**src/rtl/divblock.sv**
```systemverilog
// divblock: iterative restoring divider, one quotient bit per enabled cycle.
// Ports: clk, clr_n (async low), start/ena in, dividend/divisor in,
//   quotient/remainder/busy/done/dbz registered out.
// Define DIVBLOCK_SIGNED_EN for two's-complement operands (adds FIX state).
module divblock #(
  parameter int WIDTH = 32
) (
  input  logic             clk,
  input  logic             clr_n,
  input  logic             start,
  input  logic             ena,
  input  logic [WIDTH-1:0] dividend,
  input  logic [WIDTH-1:0] divisor,
  output logic [WIDTH-1:0] quotient,
  output logic [WIDTH-1:0] remainder,
  output logic             busy,
  output logic             done,
  output logic             dbz
);

  localparam int CW = (WIDTH > 2) ? $clog2(WIDTH) : 1;

  typedef enum logic [1:0] {
    IDLE = 2'd0,
    RUN  = 2'd1,
    FIX  = 2'd2,
    DONE = 2'd3
  } state_t;

  state_t state, nstate;

  logic [2*WIDTH-1:0] rq;
  logic [2*WIDTH-1:0] s;
  logic [2*WIDTH-1:0] stepped;
  logic [WIDTH:0]     t;
  logic [WIDTH-1:0]   dvsr;
  logic [WIDTH-1:0]   a_mag;
  logic [WIDTH-1:0]   b_mag;
  logic [CW-1:0]      cnt;
  logic               dbz_r;
  logic               dz;
  logic               accept;
  logic               last;

`ifdef DIVBLOCK_SIGNED_EN
  logic               sa;
  logic               sb;
  logic [WIDTH-1:0]   q_fix;
  logic [WIDTH-1:0]   r_fix;
`endif

  always_comb begin
    dz     = (divisor == '0);
    // busy blocks the single cycle where the FSM sits in
    // DONE but the registered done flag has not risen yet
    accept = ena && start && !busy &&
             (state == IDLE || state == DONE);
    last   = (cnt == CW'(WIDTH-1));
    s      = rq << 1;
    t      = {1'b0, s[2*WIDTH-1:WIDTH]} - {1'b0, dvsr};
    // t[WIDTH] set means the trial subtract borrowed
    stepped = t[WIDTH] ? s
            : {t[WIDTH-1:0], s[WIDTH-1:1], 1'b1};
`ifdef DIVBLOCK_SIGNED_EN
    a_mag = dividend[WIDTH-1] ? -dividend : dividend;
    b_mag = divisor[WIDTH-1]  ? -divisor  : divisor;
    q_fix = (sa ^ sb) ? -rq[WIDTH-1:0] : rq[WIDTH-1:0];
    r_fix = sa ? -rq[2*WIDTH-1:WIDTH]
               : rq[2*WIDTH-1:WIDTH];
`else
    a_mag = dividend;
    b_mag = divisor;
`endif
  end

  always_ff @(posedge clk or negedge clr_n) begin
    if (!clr_n) state <= IDLE;
    else        state <= nstate;
  end

  always_comb begin
    nstate = state;
    if (ena) begin
      if (accept) begin
        nstate = dz ? DONE : RUN;
      end else begin
        unique case (state)
          RUN: begin
            if (last) begin
`ifdef DIVBLOCK_SIGNED_EN
              nstate = FIX;
`else
              nstate = DONE;
`endif
            end
          end
          FIX:     nstate = DONE;
          default: nstate = state;
        endcase
      end
    end
  end

  always_ff @(posedge clk or negedge clr_n) begin
    if (!clr_n) begin
      rq        <= '0;
      dvsr      <= '0;
      cnt       <= '0;
      dbz_r     <= 1'b0;
      quotient  <= '0;
      remainder <= '0;
      busy      <= 1'b0;
      done      <= 1'b0;
      dbz       <= 1'b0;
`ifdef DIVBLOCK_SIGNED_EN
      sa        <= 1'b0;
      sb        <= 1'b0;
`endif
    end else if (ena) begin
      if (accept) begin
        cnt   <= '0;
        dvsr  <= b_mag;
        dbz_r <= dz;
        busy  <= 1'b1;
        done  <= 1'b0;
        dbz   <= 1'b0;
        // divide by zero skips the iteration entirely
        if (dz) rq <= {dividend, {WIDTH{1'b1}}};
        else    rq <= {{WIDTH{1'b0}}, a_mag};
`ifdef DIVBLOCK_SIGNED_EN
        sa    <= dividend[WIDTH-1];
        sb    <= divisor[WIDTH-1];
`endif
      end else begin
        unique case (state)
          RUN: begin
            rq  <= stepped;
            cnt <= cnt + 1'b1;
          end
`ifdef DIVBLOCK_SIGNED_EN
          FIX: rq <= {r_fix, q_fix};
`endif
          DONE: begin
            quotient  <= rq[WIDTH-1:0];
            remainder <= rq[2*WIDTH-1:WIDTH];
            busy      <= 1'b0;
            done      <= 1'b1;
            dbz       <= dbz_r;
          end
          default: ;
        endcase
      end
    end
  end

endmodule

```
**config.mk**
```make
export PLATFORM = sky130hd
export DESIGN_NAME = divblock
export DESIGN_NICKNAME = d
export VERILOG_FILES = /design/src/rtl/divblock.sv
export SDC_FILE = /design/constraint.sdc
export NUM_CORES = 1
export LEC_CHECK = 0
export ABC_AREA = 0
export CORE_ASPECT_RATIO = 1.2
export CORE_MARGIN = 5
export CORE_UTILIZATION = 25
export DETAILED_ROUTE_END_ITERATION = 10
export PLACE_DENSITY = 0.57
export SETUP_SLACK_MARGIN = 0.2
export SLEW_MARGIN = 30
export SYNTH_ARGS = -nofsm -noshare
export SYNTH_HDL_FRONTEND = slang
export SYNTH_SLANG_ARGS = --single-unit
```
**constraint.sdc**
```tcl
create_clock -name clk -period 2.9 [get_ports clk]
set_input_delay 0.58 -clock clk [delete_from_list [all_inputs] [get_ports clk]]
set_output_delay 0.58 -clock clk [all_outputs]
set_load 0.005 [all_outputs]
```
==> results of run 1 <==
-- stage by stage --
stage,instance area (um^2),std cells
final,12300,1570
after global routing,12300,1570
after CTS,12000,1557
after detailed placement,11300,1520
after global placement,11300,1520
after floorplan,9000,907
-- logic make-up after synthesis --
kind of cell	after synthesis	share of synthesized area
AO/OA/AOI/OAI	235	0.180
AND/OR/NAND/NOR	280	0.140
multiplexers	66	0.0827
flip-flops	171	0.477
XOR/XNOR	25	0.0244
buffers and inverters	92	0.0419
adder cells (fa/ha/maj)	38	0.0539
-- cells in the mapped netlist, drive strengths merged, types with 3 or more instances --
| master | n | area [um^2] |
|---|---|---|
| nand4 | 5 | 31.3 |
| o21ai | 62 | 318 |
| a21o | 9 | 67.6 |
| nor4 | 8 | 50.1 |
| xnor2 | 12 | 105 |
| a211oi | 6 | 50.1 |
| nand2 | 135 | 507 |
| nor2 | 52 | 195 |
| o211ai | 4 | 35.0 |
| clkbuf | 39 | 146 |
| ha | 37 | 463 |
| nand3 | 8 | 40.0 |
| a221oi | 7 | 61.3 |
| nor3 | 40 | 211 |
| mux2 | 65 | 732 |
| and3 | 7 | 43.8 |
| o21a | 6 | 52.6 |
| o31ai | 5 | 37.5 |
| inv | 42 | 158 |
| a22oi | 3 | 22.5 |
| a221o | 3 | 30.0 |
| a222oi | 17 | 170 |
| dfrtp | 171 | 4280 |
| a31oi | 36 | 246 |
| a21oi | 54 | 285 |
| or3 | 4 | 25.0 |
| nor2b | 6 | 37.5 |
| xor2 | 13 | 114 |
| and2 | 3 | 18.8 |
| buf | 11 | 71.3 |
-- power by group through the flow --
| stage | clock network [mW] | logic [mW] | registers [mW] |
|---|---|---|---|
| CTS | 2.34 | 10.4 | 4.37 |
| detailed placement | 0 | 9.70 | 4.39 |
| floorplan | 0 | 6.27 | 4.19 |
| global route | 2.43 | 12.4 | 4.52 |
| finish | 2.28 | 11.4 | 4.37 |
| global placement | 0 | 9.58 | 4.38 |
-- routing by layer --
layer  part of all wire  vias up  global-route usage
met4              0.028        2              0.0469
met2               0.48      197               0.248
met5            0.00040        -                   0
met3              0.048       36              0.0309
li1                   -     3646                   -
met1               0.44     3688               0.191
-- path summary, 6_finish.rpt --
path | end | slack (ns) | cells after the start
worst max register to register | rq[52] | -0.02 | 13
worst min-delay path | quotient[22] | 0.12 | 1
worst max-delay path | rq[52] | -0.02 | 13
max in group asynchronous | quotient[3] | 2.00 | 2
min in group clk | dbz_r | 0.48 | 1
worst min register to register | dbz_r | 0.48 | 1
-- flip-flops by register name, indices dropped and copies added (netlist names) --
| register | cells |
|---|---|
| busy | 1 |
| dbz_r | 1 |
| done | 1 |
| dbz | 1 |
| state | 2 |
| cnt | 5 |
| remainder | 32 |
| dvsr | 32 |
| quotient | 32 |
| rq | 64 |
-- what timing repair did --
action | CTS | global route
setup endpoints to repair | 32 | 33
cloned | 1 | 1
pin swaps | 26 | 21
setup buffers | 5 | 12
endpoints found under the hold margin | 0 | 0
gates resized for setup | 31 | 32
-- worst register-to-register path, cell delays in order (launching register included) --
cell	delay, ns
dfrtp_1	0.41
ha_4	0.18
fa_2	0.37
nor2b_4	0.16
o31ai_4	0.08
a31oi_4	0.21
o2bb2ai_4	0.15
a31oi_4	0.13
o21a_4	0.24
nor3_4	0.35
buf_4	0.19
buf_8	0.14
o21ai_1	0.09
a21oi_1	0.13
-- cell type report --
type	instances	share of cell area
Sequential cell	171	0.347
Clock buffer	17	0.0345
Clock inverter	14	0.0119
Multi-Input combinational cell	644	0.374
Inverter	42	0.0128
Tap cell	468	0.0476
Timing Repair Buffer	214	0.171
==> qor.csv, run 1 <==
stage;metric;value;unit
pwr;Clock power frac;0.127;
pwr;Net Sw Frac;0.419;
die;Rows;76;
layout;proportion of layout cells with a drive suffix above 1;0.218;
global_routing;number of antenna violations at the first check in global routing;2;
critical_path;CP required;3.27;ns
layout;antenna diode count;0;
clock_network;CTS tree;done;
clock_network;CTS Buf Count;17;
layout;Syn-to-layout area delta;37.3;%
drt;DRT Pass-1 Iters;5;
clock_network;deepest clock path buffer count;2;
timing;final worst slack;-0.0228;ns
drt;WL/cell;18.9;um
drt;Detail Route Antenna Nets;0;
layout;most frequent cells in the layout;dfrtp_1 (171), nand2_1 (133), clkdlybuf4s50_1 (133);
pwr;Power Dens Cells;1460;nW/um^2
die;Initial Util;0.251;
critical_path;Most Frequent Cell on Critical Path;a31oi_4;
yosys;Syn. warnings;0;
timing;Final Skew;0.0164;ns
clock_network;root buf cell;clkbuf_16;
pwr;Comb pwr share;0.631;
die;Die ar.;39800;um^2
place;I/O Buffers;134;
place;DP Worst Slack;-0.00607;ns
status;violations in the final reports;negative setup slack;
global_routing;gr usage total;0.148;
critical_path;CP Max Fanout;7;
yosys;register area share after synthesis;0.477;
critical_path;crit path from;dvsr[0];
yosys;Net Count, Synth;1013;
critical_path;worst r2r src;dvsr[0];
die;die width;183;um
timing;relative slew slack;0.463;
timing;period utilization;1.01;
layout;Fill cells;3604;
timing;Setup Viol. Count Final;4;
die;Core Footprint;35700;um^2
pwr;P_leak;5.14;nW
die;Die Ht;217;um
layout;commonest non-fill, non-tap cell in the layout;dfrtp_1;
status;run status;finished with violations;
yosys;post-synth cell types;73;
layout;post-layout util;0.345;
pwr;Pwr Total;18.0;mW
layout;Nets;1196;
critical_path;Arrival @ worst endpoint;3.30;ns
yosys;async set or reset register ratio after synthesis;1.00;
worst_hold_path;min-delay worst type;input port to asynchronous set/reset pin;
timing;RSZ-0062 raised after global routing;yes;
critical_path;Worst path slowest cell;dfrtp_1;
timing;TNS Setup;-0.0450;ns
place;GPL Wtd Cong;0.846;
critical_path;CP delay by family, top;compound AO/OA/AOI/OAI gates;
global_routing;vias in the first global route;7882;
critical_path;CP max stage delay;0.41;ns
critical_path;crit path buf inv count;2;
clock_network;H-tree levels;4;
yosys;Avg Cell Area, Syn;9.89;um^2
timing;Final Hold Fails;0;
clock_network;CTS clock-pin slew for the worst setup and hold paths;0.08;ns
pwr;peak supply drop;0.000654;V
critical_path;CP Class;register to register;
timing;Tmin final;2.92;ns
global_routing;Congestion Overflow GR;0;
die;IO Pins;135;
layout;multi-input gate area in the final layout;4610;um^2
pwr;Sequential Power Share;0.243;
drt;post-DR vias/cell;4.82;
yosys;Post-Synthesis Cell Area;8970;um^2
clock_network;clk sinks;171;
timing;Min Hold Slack;0.123;ns
yosys;top_reg_cell synth;dfrtp_1;
drt;# DRC;0;
place;DP Wirelength;21.8;mm
clock_network;Clock Latency Late Sink;0.45;ns
yosys;Gate Count Post-Synth;907;
pwr;NetSw;7.53;mW
yosys;#FFs+latches synth;171;
clock_network;Hold Buf Count CTS;0;
timing;worst slew pin tran;0.803;ns
drt;vias;7569;
run;number of max-cap violations;0;
timing;fmax;342;MHz
global_routing;global-route wire length before repair;45.6;mm
timing;final max-slew violation count;0;
critical_path;Worst Setup End Kind;register;
critical_path;cells along the critical path;ha_4 -> fa_2 -> nor2b_4 -> o31ai_4 -> a31oi_4 -> o2bb2ai_4 -> a31oi_4 -> o21a_4 -> nor3_4 -> buf_4 -> buf_8 -> o21ai_1 -> a21oi_1;
drt;drt total wl;29.7;mm
yosys;number of synthesized flops with an enable pin;0;
layout;Seq. cell area;4280;um^2
drt;Iteration-0 DRC Markers;459;
critical_path;Startpoint Class;register;
pwr;Pint;10.5;mW
global_routing;largest net degree at the start of global routing;71;
Note: power is estimated with default switching activity, not from simulation.
==> run 2: changes to the inputs <==
- CTS_CLUSTER_DIAMETER: default -> 120
- PLACE_DENSITY: 0.57 -> 0.51
- clock period: 2.9 -> 3.5 ns (I/O delays scaled with it)
==> run 2 against run 1 <==
The run now ends clean; sequential share of layout area grew 2.2 points; non-clock buffer count is 51 lower; global-route usage down 0.39 points; worst hold slack improved by 0.14 ns; first-iteration DRC count is 25% higher; via count shrank 2.2%; critical endpoint is now rq[32].
==> qor.csv, run 2 (synthesis gave the netlist of run 1 again) <==
stage;metric;value;unit;change
drt;drt total wl;28.6;mm;-3.7%
die;Rows;76;;unchanged
global_routing;largest net degree at the start of global routing;71;;unchanged
pwr;Pint;7.51;mW;-28%
worst_hold_path;min-delay worst type;input port to asynchronous set/reset pin;;
pwr;Sequential Power Share;0.280;;+0.037
timing;worst slew pin tran;0.919;ns;+0.116 ns
die;IO Pins;135;;unchanged
clock_network;clk sinks;171;;unchanged
die;Initial Util;0.251;;unchanged
die;die width;183;um;unchanged
layout;Final Instance Count excl. Fillers;1520;;-3.2%
timing;Final Hold Fails;0;;unchanged
drt;Detail Route Antenna Nets;0;;unchanged
global_routing;number of antenna violations at the first check in global routing;0;;-2
layout;Syn-to-layout area delta;29.3;%;
timing;RSZ-0062 raised after global routing;no;;
die;Core Footprint;35700;um^2;unchanged
drt;wire length on met1;12.1;mm;-7.7%
timing;TNS Setup;0;ns;+0.0450 ns
place;GPL Wtd Cong;0.856;;+1.2%
global_routing;Congestion Overflow GR;0;;unchanged
pwr;Comb pwr share;0.577;;-0.054
critical_path;Worst Setup End Kind;register;;
drt;Iteration-0 DRC Markers;572;;+25%
critical_path;Arrival @ worst endpoint;3.43;ns;+0.13 ns
pwr;NetSw;5.60;mW;-26%
pwr;Power Dens Cells;1130;nW/um^2;-23%
critical_path;CP required;3.79;ns;+0.52 ns
pwr;Pwr Total;13.1;mW;-27%
timing;Final Skew;0.0131;ns;-0.00328 ns
drt;DRT Pass-1 Iters;5;;unchanged
pwr;P_leak;4.83;nW;-6.1%
timing;Tmin final;3.14;ns;+0.217 ns
drt;vias;7403;;-2.2%
critical_path;CP Max Fanout;9;;+2
run;number of max-cap violations;0;;unchanged
layout;antenna diode count;0;;unchanged
timing;fmax;318;MHz;-6.9%
clock_network;root buf cell;clkbuf_16;;
layout;commonest non-fill, non-tap cell in the layout;dfrtp_1;;
layout;Nets;1145;;-4.3%
drt;met3 WL;958;um;-32%
layout;proportion of layout cells with a drive suffix above 1;0.140;;-0.0781
drt;post-DR vias/cell;4.87;;+1.0%
layout;max FFs per register;64;;unchanged
timing;period utilization;0.897;;-0.111
timing;Setup Viol. Count Final;0;;-4
critical_path;CP Class;register to register;;
clock_network;CTS clock-pin slew for the worst setup and hold paths;0.08;ns;about the same
clock_network;deepest clock path buffer count;2;;unchanged
drt;WL/cell;18.8;um;-0.57%
die;Die Ht;217;um;unchanged
die;Die ar.;39800;um^2;unchanged
pwr;Net Sw Frac;0.427;;+0.00872
global_routing;global-route wire length before repair;44.4;mm;-2.5%
pwr;Clock power frac;0.143;;+0.016
critical_path;Startpoint Class;register;;
drt;Max Used Layer;met4;;
global_routing;vias in the first global route;7643;;-3.0%
place;DP Wirelength;21.6;mm;-1.1%
layout;Largest Register;rq;;
clock_network;Clock Latency Late Sink;0.44;ns;about the same
layout;Fill cells;3681;;+2.1%
pwr;peak supply drop;0.000523;V;-20%
timing;relative slew slack;0.386;;-0.0778
layout;most frequent cells in the layout;dfrtp_1 (171), nand2_1 (135), clkdlybuf4s50_1 (133);;
drt;met2 WL;14.5;mm;+0.87%
drt;# DRC;0;;unchanged
status;run status;finished clean;;
clock_network;CTS tree;done;;
place;placed instance count;1482;;-2.5%
global_routing;gr usage total;0.144;;-0.00385
clock_network;CTS Buf Count;17;;unchanged
timing;final max-slew violation count;0;;unchanged
clock_network;H-tree levels;4;;unchanged
place;I/O Buffers;134;;unchanged
[run 2: changes by cell type in the layout (fill, tap and decap cells not counted), sizes merged]
cell / previous run / this run
buf: 80 / 30
clkbuf: 18 / 17
clkinv: 4 / 8
inv: 51 / 48
[run 2: power groups by stage]
stage          sequential, mW  clock [mW]  combinational, mW
2_1_floorplan            3.47           0               5.12
3_3_place_gp             3.72           0               7.31
3_5_place_dp             3.74           0               7.38
4_1_cts                  3.70        1.93               7.42
5_1_grt                  3.81        2.03               8.34
6_report                 3.68        1.88               7.56
[run 2: layer usage]
| layer | global-route usage | vias to the layer above |
|---|---|---|
| met1 | 0.178 | 3621 |
| li1 | - | 3552 |
| met4 | 0.0616 | 0 |
| met3 | 0.0252 | 43 |
| met5 | 0 | - |
| met2 | 0.247 | 187 |
[run 2: cell type report]
cell class | count | area (um^2) | area share
sequential | 171 | 4280 | 0.369
clock buffer | 17 | 425 | 0.0367
inverter | 42 | 158 | 0.0136
timing repair buffer | 163 | 1640 | 0.141
tap | 468 | 586 | 0.0505
multi-input combinational | 644 | 4350 | 0.375
clock inverter | 15 | 159 | 0.0137
[run 2: worst max-delay path: stages (launching register included)]
cell and delay (ns):
dfrtp_1 0.37, inv_1 0.06, ha_1 0.22, fa_1 0.41
nor2b_1 0.21, o31ai_2 0.10, a31oi_2 0.27, o2bb2ai_4 0.21
a31oi_4 0.17, o21ai_2 0.24, a21oi_4 0.13, buf_4 0.15
a221o_1 0.28, a2bb2oi_1 0.14
[run 2: per-stage QoR]
| stage | util | setup WS, ns | hold WS [ns] | cell area, um^2 |
|---|---|---|---|---|
| after floorplan | - | 0.696 | 0.404 | 8970 |
| after global placement | 0.307 | 0.336 | 0.474 | 10900 |
| after detailed placement | 0.307 | 0.288 | 0.471 | 10900 |
| after CTS | 0.323 | 0.250 | 0.293 | 11500 |
| after global routing | 0.325 | 0.208 | 0.308 | 11600 |
| final | 0.325 | 0.360 | 0.265 | 11600 |
[run 2: what timing repair did]
action                                  4_1_cts  5_1_grt
hold buffers                                  0        0
setup buffers                                 0        6
resized for setup                             0        2
endpoints found under the setup margin        0       23
[run 2: path summary, 6_finish.rpt]
kind,cells past startpoint,to,from,slack (ns)
max,13,rq[32],rq[31],0.36
min,1,remainder[8],clr_n,0.27
max reg2reg,13,rq[32],rq[31],0.36
min reg2reg,2,dvsr[0],dvsr[0],0.50
max in group asynchronous,2,rq[4],clr_n,2.46
min in group clk,2,dvsr[0],dvsr[0],0.50
==> run 3: changes to the inputs <==
- PLACE_DENSITY: 0.51 -> 0.53
- clock period: 3.5 -> 2.7 ns (I/O delays scaled with it)
==> run 3 against run 2 <==
The run now ends with negative setup slack left; worst hold slack better by 0.23 ns; sequential power up 24%; register-to-register slack worse by 0.56 ns; largest cell class unchanged; largest power group unchanged; flip-flop and latch count unchanged; combinational power up 75%; routed wire length up 4.2%; sequential share of layout area down 3.5 points; design area up 10%.
==> qor.csv, run 3 (synthesis gave the netlist of run 1 again) <==
stage;metric;value;unit;change
place;placed instance count;1570;;+5.9%
layout;max FFs per register;64;;unchanged
die;IO Pins;135;;unchanged
layout;most frequent cells in the layout;dfrtp_1 (171), nand2_1 (135), clkdlybuf4s50_1 (133);;
clock_network;clk sinks;171;;unchanged
place;I/O Buffers;134;;unchanged
global_routing;global-route wire length before repair;45.5;mm;+2.5%
clock_network;CTS tree;done;;
pwr;peak supply drop;0.000673;V;+29%
die;Rows;76;;unchanged
drt;post-DR vias/cell;4.76;;-2.2%
place;DP Wirelength;22.1;mm;+2.6%
run;number of max-cap violations;0;;unchanged
critical_path;cells along the critical path;inv_2 -> ha_4 -> a211o_1 -> o211ai_2 -> a21oi_2 -> or4_4 -> a31oi_4 -> o21a_4 -> nor3_4 -> buf_6 -> buf_6 -> buf_12 -> a222oi_1 -> a21oi_1;;
layout;multi-input gate area in the final layout;4590;um^2;+5.5%
critical_path;CP max stage delay;0.44;ns;+0.03 ns
place;GPL Wtd Cong;0.839;;-2.0%
timing;RSZ-0062 raised after global routing;yes;;
timing;Final Skew;0.0221;ns;+0.00899 ns
drt;WL/cell;18.3;um;-2.8%
global_routing;vias in the first global route;8058;;+5.4%
die;Die ar.;39800;um^2;unchanged
clock_network;root buf cell;clkbuf_16;;
drt;drt total wl;29.7;mm;+4.2%
layout;proportion of layout cells with a drive suffix above 1;0.251;;+0.111
die;die width;183;um;unchanged
clock_network;CTS Buf Count;17;;unchanged
timing;final max-slew violation count;0;;unchanged
drt;Detail Route Antenna Nets;0;;unchanged
timing;relative slew slack;0.604;;+0.219
die;Core Footprint;35700;um^2;unchanged
drt;Iteration-0 DRC Markers;578;;+1.0%
timing;worst slew pin tran;0.594;ns;-0.326 ns
critical_path;CP Max Fanout;5;;-4
timing;Final Hold Fails;0;;unchanged
timing;TNS Setup;-3.33;ns;-3.33 ns
layout;Seq. cell area;4280;um^2;unchanged
timing;final worst slack;-0.201;ns;-0.561 ns
status;run status;finished with violations;;
global_routing;number of antenna violations at the first check in global routing;1;;+1
critical_path;Most Frequent Cell on Critical Path;buf_6;;
layout;post-layout util;0.359;;+0.0339
drt;DRT Pass-1 Iters;5;;unchanged
drt;vias;7762;;+4.8%
critical_path;Startpoint Class;register;;
timing;Setup Viol. Count Final;31;;+31
layout;Fill cells;3555;;-3.4%
pwr;Power Dens Cells;1580;nW/um^2;+40%
critical_path;Worst path slowest cell;or4_4;;
critical_path;Arrival @ worst endpoint;3.23;ns;-0.20 ns
layout;Nets;1254;;+9.5%
critical_path;CP Class;register to register;;
worst_hold_path;min-delay worst type;input port to asynchronous set/reset pin;;
critical_path;CP required;3.03;ns;-0.76 ns
die;Initial Util;0.251;;unchanged
layout;commonest non-fill, non-tap cell in the layout;dfrtp_1;;
timing;period utilization;1.07;;+0.177
layout;Syn-to-layout area delta;42.7;%;
pwr;P_leak;5.44;nW;+13%
timing;Tmin final;2.90;ns;-0.239 ns
global_routing;Congestion Overflow GR;0;;unchanged
die;Die Ht;217;um;unchanged
layout;Largest Register;rq;;
critical_path;Worst Setup End Kind;register;;
clock_network;H-tree levels;4;;unchanged
drt;# DRC;0;;unchanged
layout;antenna diode count;0;;unchanged
global_routing;gr usage total;0.148;;+0.00372
global_routing;largest net degree at the start of global routing;90;;+27%
clock_network;CTS clock-pin slew for the worst setup and hold paths;0.08;ns;about the same
clock_network;deepest clock path buffer count;2;;unchanged
clock_network;Clock Latency Late Sink;0.45;ns;about the same
timing;fmax;345;MHz;+8.2%
layout;Final Instance Count excl. Fillers;1629;;+7.2%
place;DP Worst Slack;-0.234;ns;-0.522 ns
status;violations in the final reports;negative setup slack;;
==> run 3: repair_timing <==
action,CTS,global route
cloned,1,2
hold buffers,1,0
buffers inserted,10,13
hold endpoints to repair,18,0
resized for setup,33,19
pin swaps,17,25
setup endpoints to repair,33,33
==> run 3: metrics by stage <==
stage / cell area, um^2 / hold slack, ns / total power [mW]
2_1_floorplan: 9030 / 0.244 / 11.4
4_1_cts: 12500 / 0.489 / 19.3
3_5_place_dp: 11700 / 0.403 / 16.0
3_3_place_gp: 11700 / 0.401 / 15.9
6_report: 12800 / 0.497 / 20.2
5_1_grt: 12800 / 0.520 / 21.7
==> run 3: critical path, delay by kind of cell (launching register included) <==
family                     cells  cell delay, ns
buffers and inverters          4            0.48
adders and majority gates      1            0.20
DFF                            1            0.37
and+or+nand+nor                2            0.49
AOI/OAI and AO/OA              7            1.25
==> run 3: layout make-up <==
class	count	share of cell area
clock inverters	14	0.0115
clock buffers	18	0.0343
inverters	42	0.0123
flip-flops and latches	171	0.334
multi-input cells	644	0.358
repair buffers	272	0.203
well taps	468	0.0458
==> run 3: power by group <==
group          internal [mW]  total (mW)  switching, mW
Combinational           6.90        13.2           6.26
Sequential              3.82        4.57          0.753
Clock                   1.26        2.47           1.21
Total                   12.0        20.2           8.23
==> run 3: metal layers <==
| layer | vias up | wire length [um] | global-route usage |
|---|---|---|---|
| li1 | 3771 | - | - |
| met1 | 3781 | 13000 | 0.187 |
| met2 | 180 | 14700 | 0.254 |
| met3 | 30 | 1300 | 0.0277 |
| met4 | 0 | 740 | 0.0499 |
| met5 | - | 0 | 0 |
==> run 3: worst paths after layout <==
check,depth (start not counted),from,slack (ns),to
worst max-delay path,14,dvsr[13],-0.20,rq[57]
max in group asynchronous,3,clr_n,1.44,remainder[15]
min in group clk,1,quotient[17],0.51,quotient[17]
worst min-delay path,2,clr_n,0.50,quotient[27]
worst min register to register,1,quotient[17],0.51,quotient[17]
worst max register to register,14,dvsr[13],-0.20,rq[57]
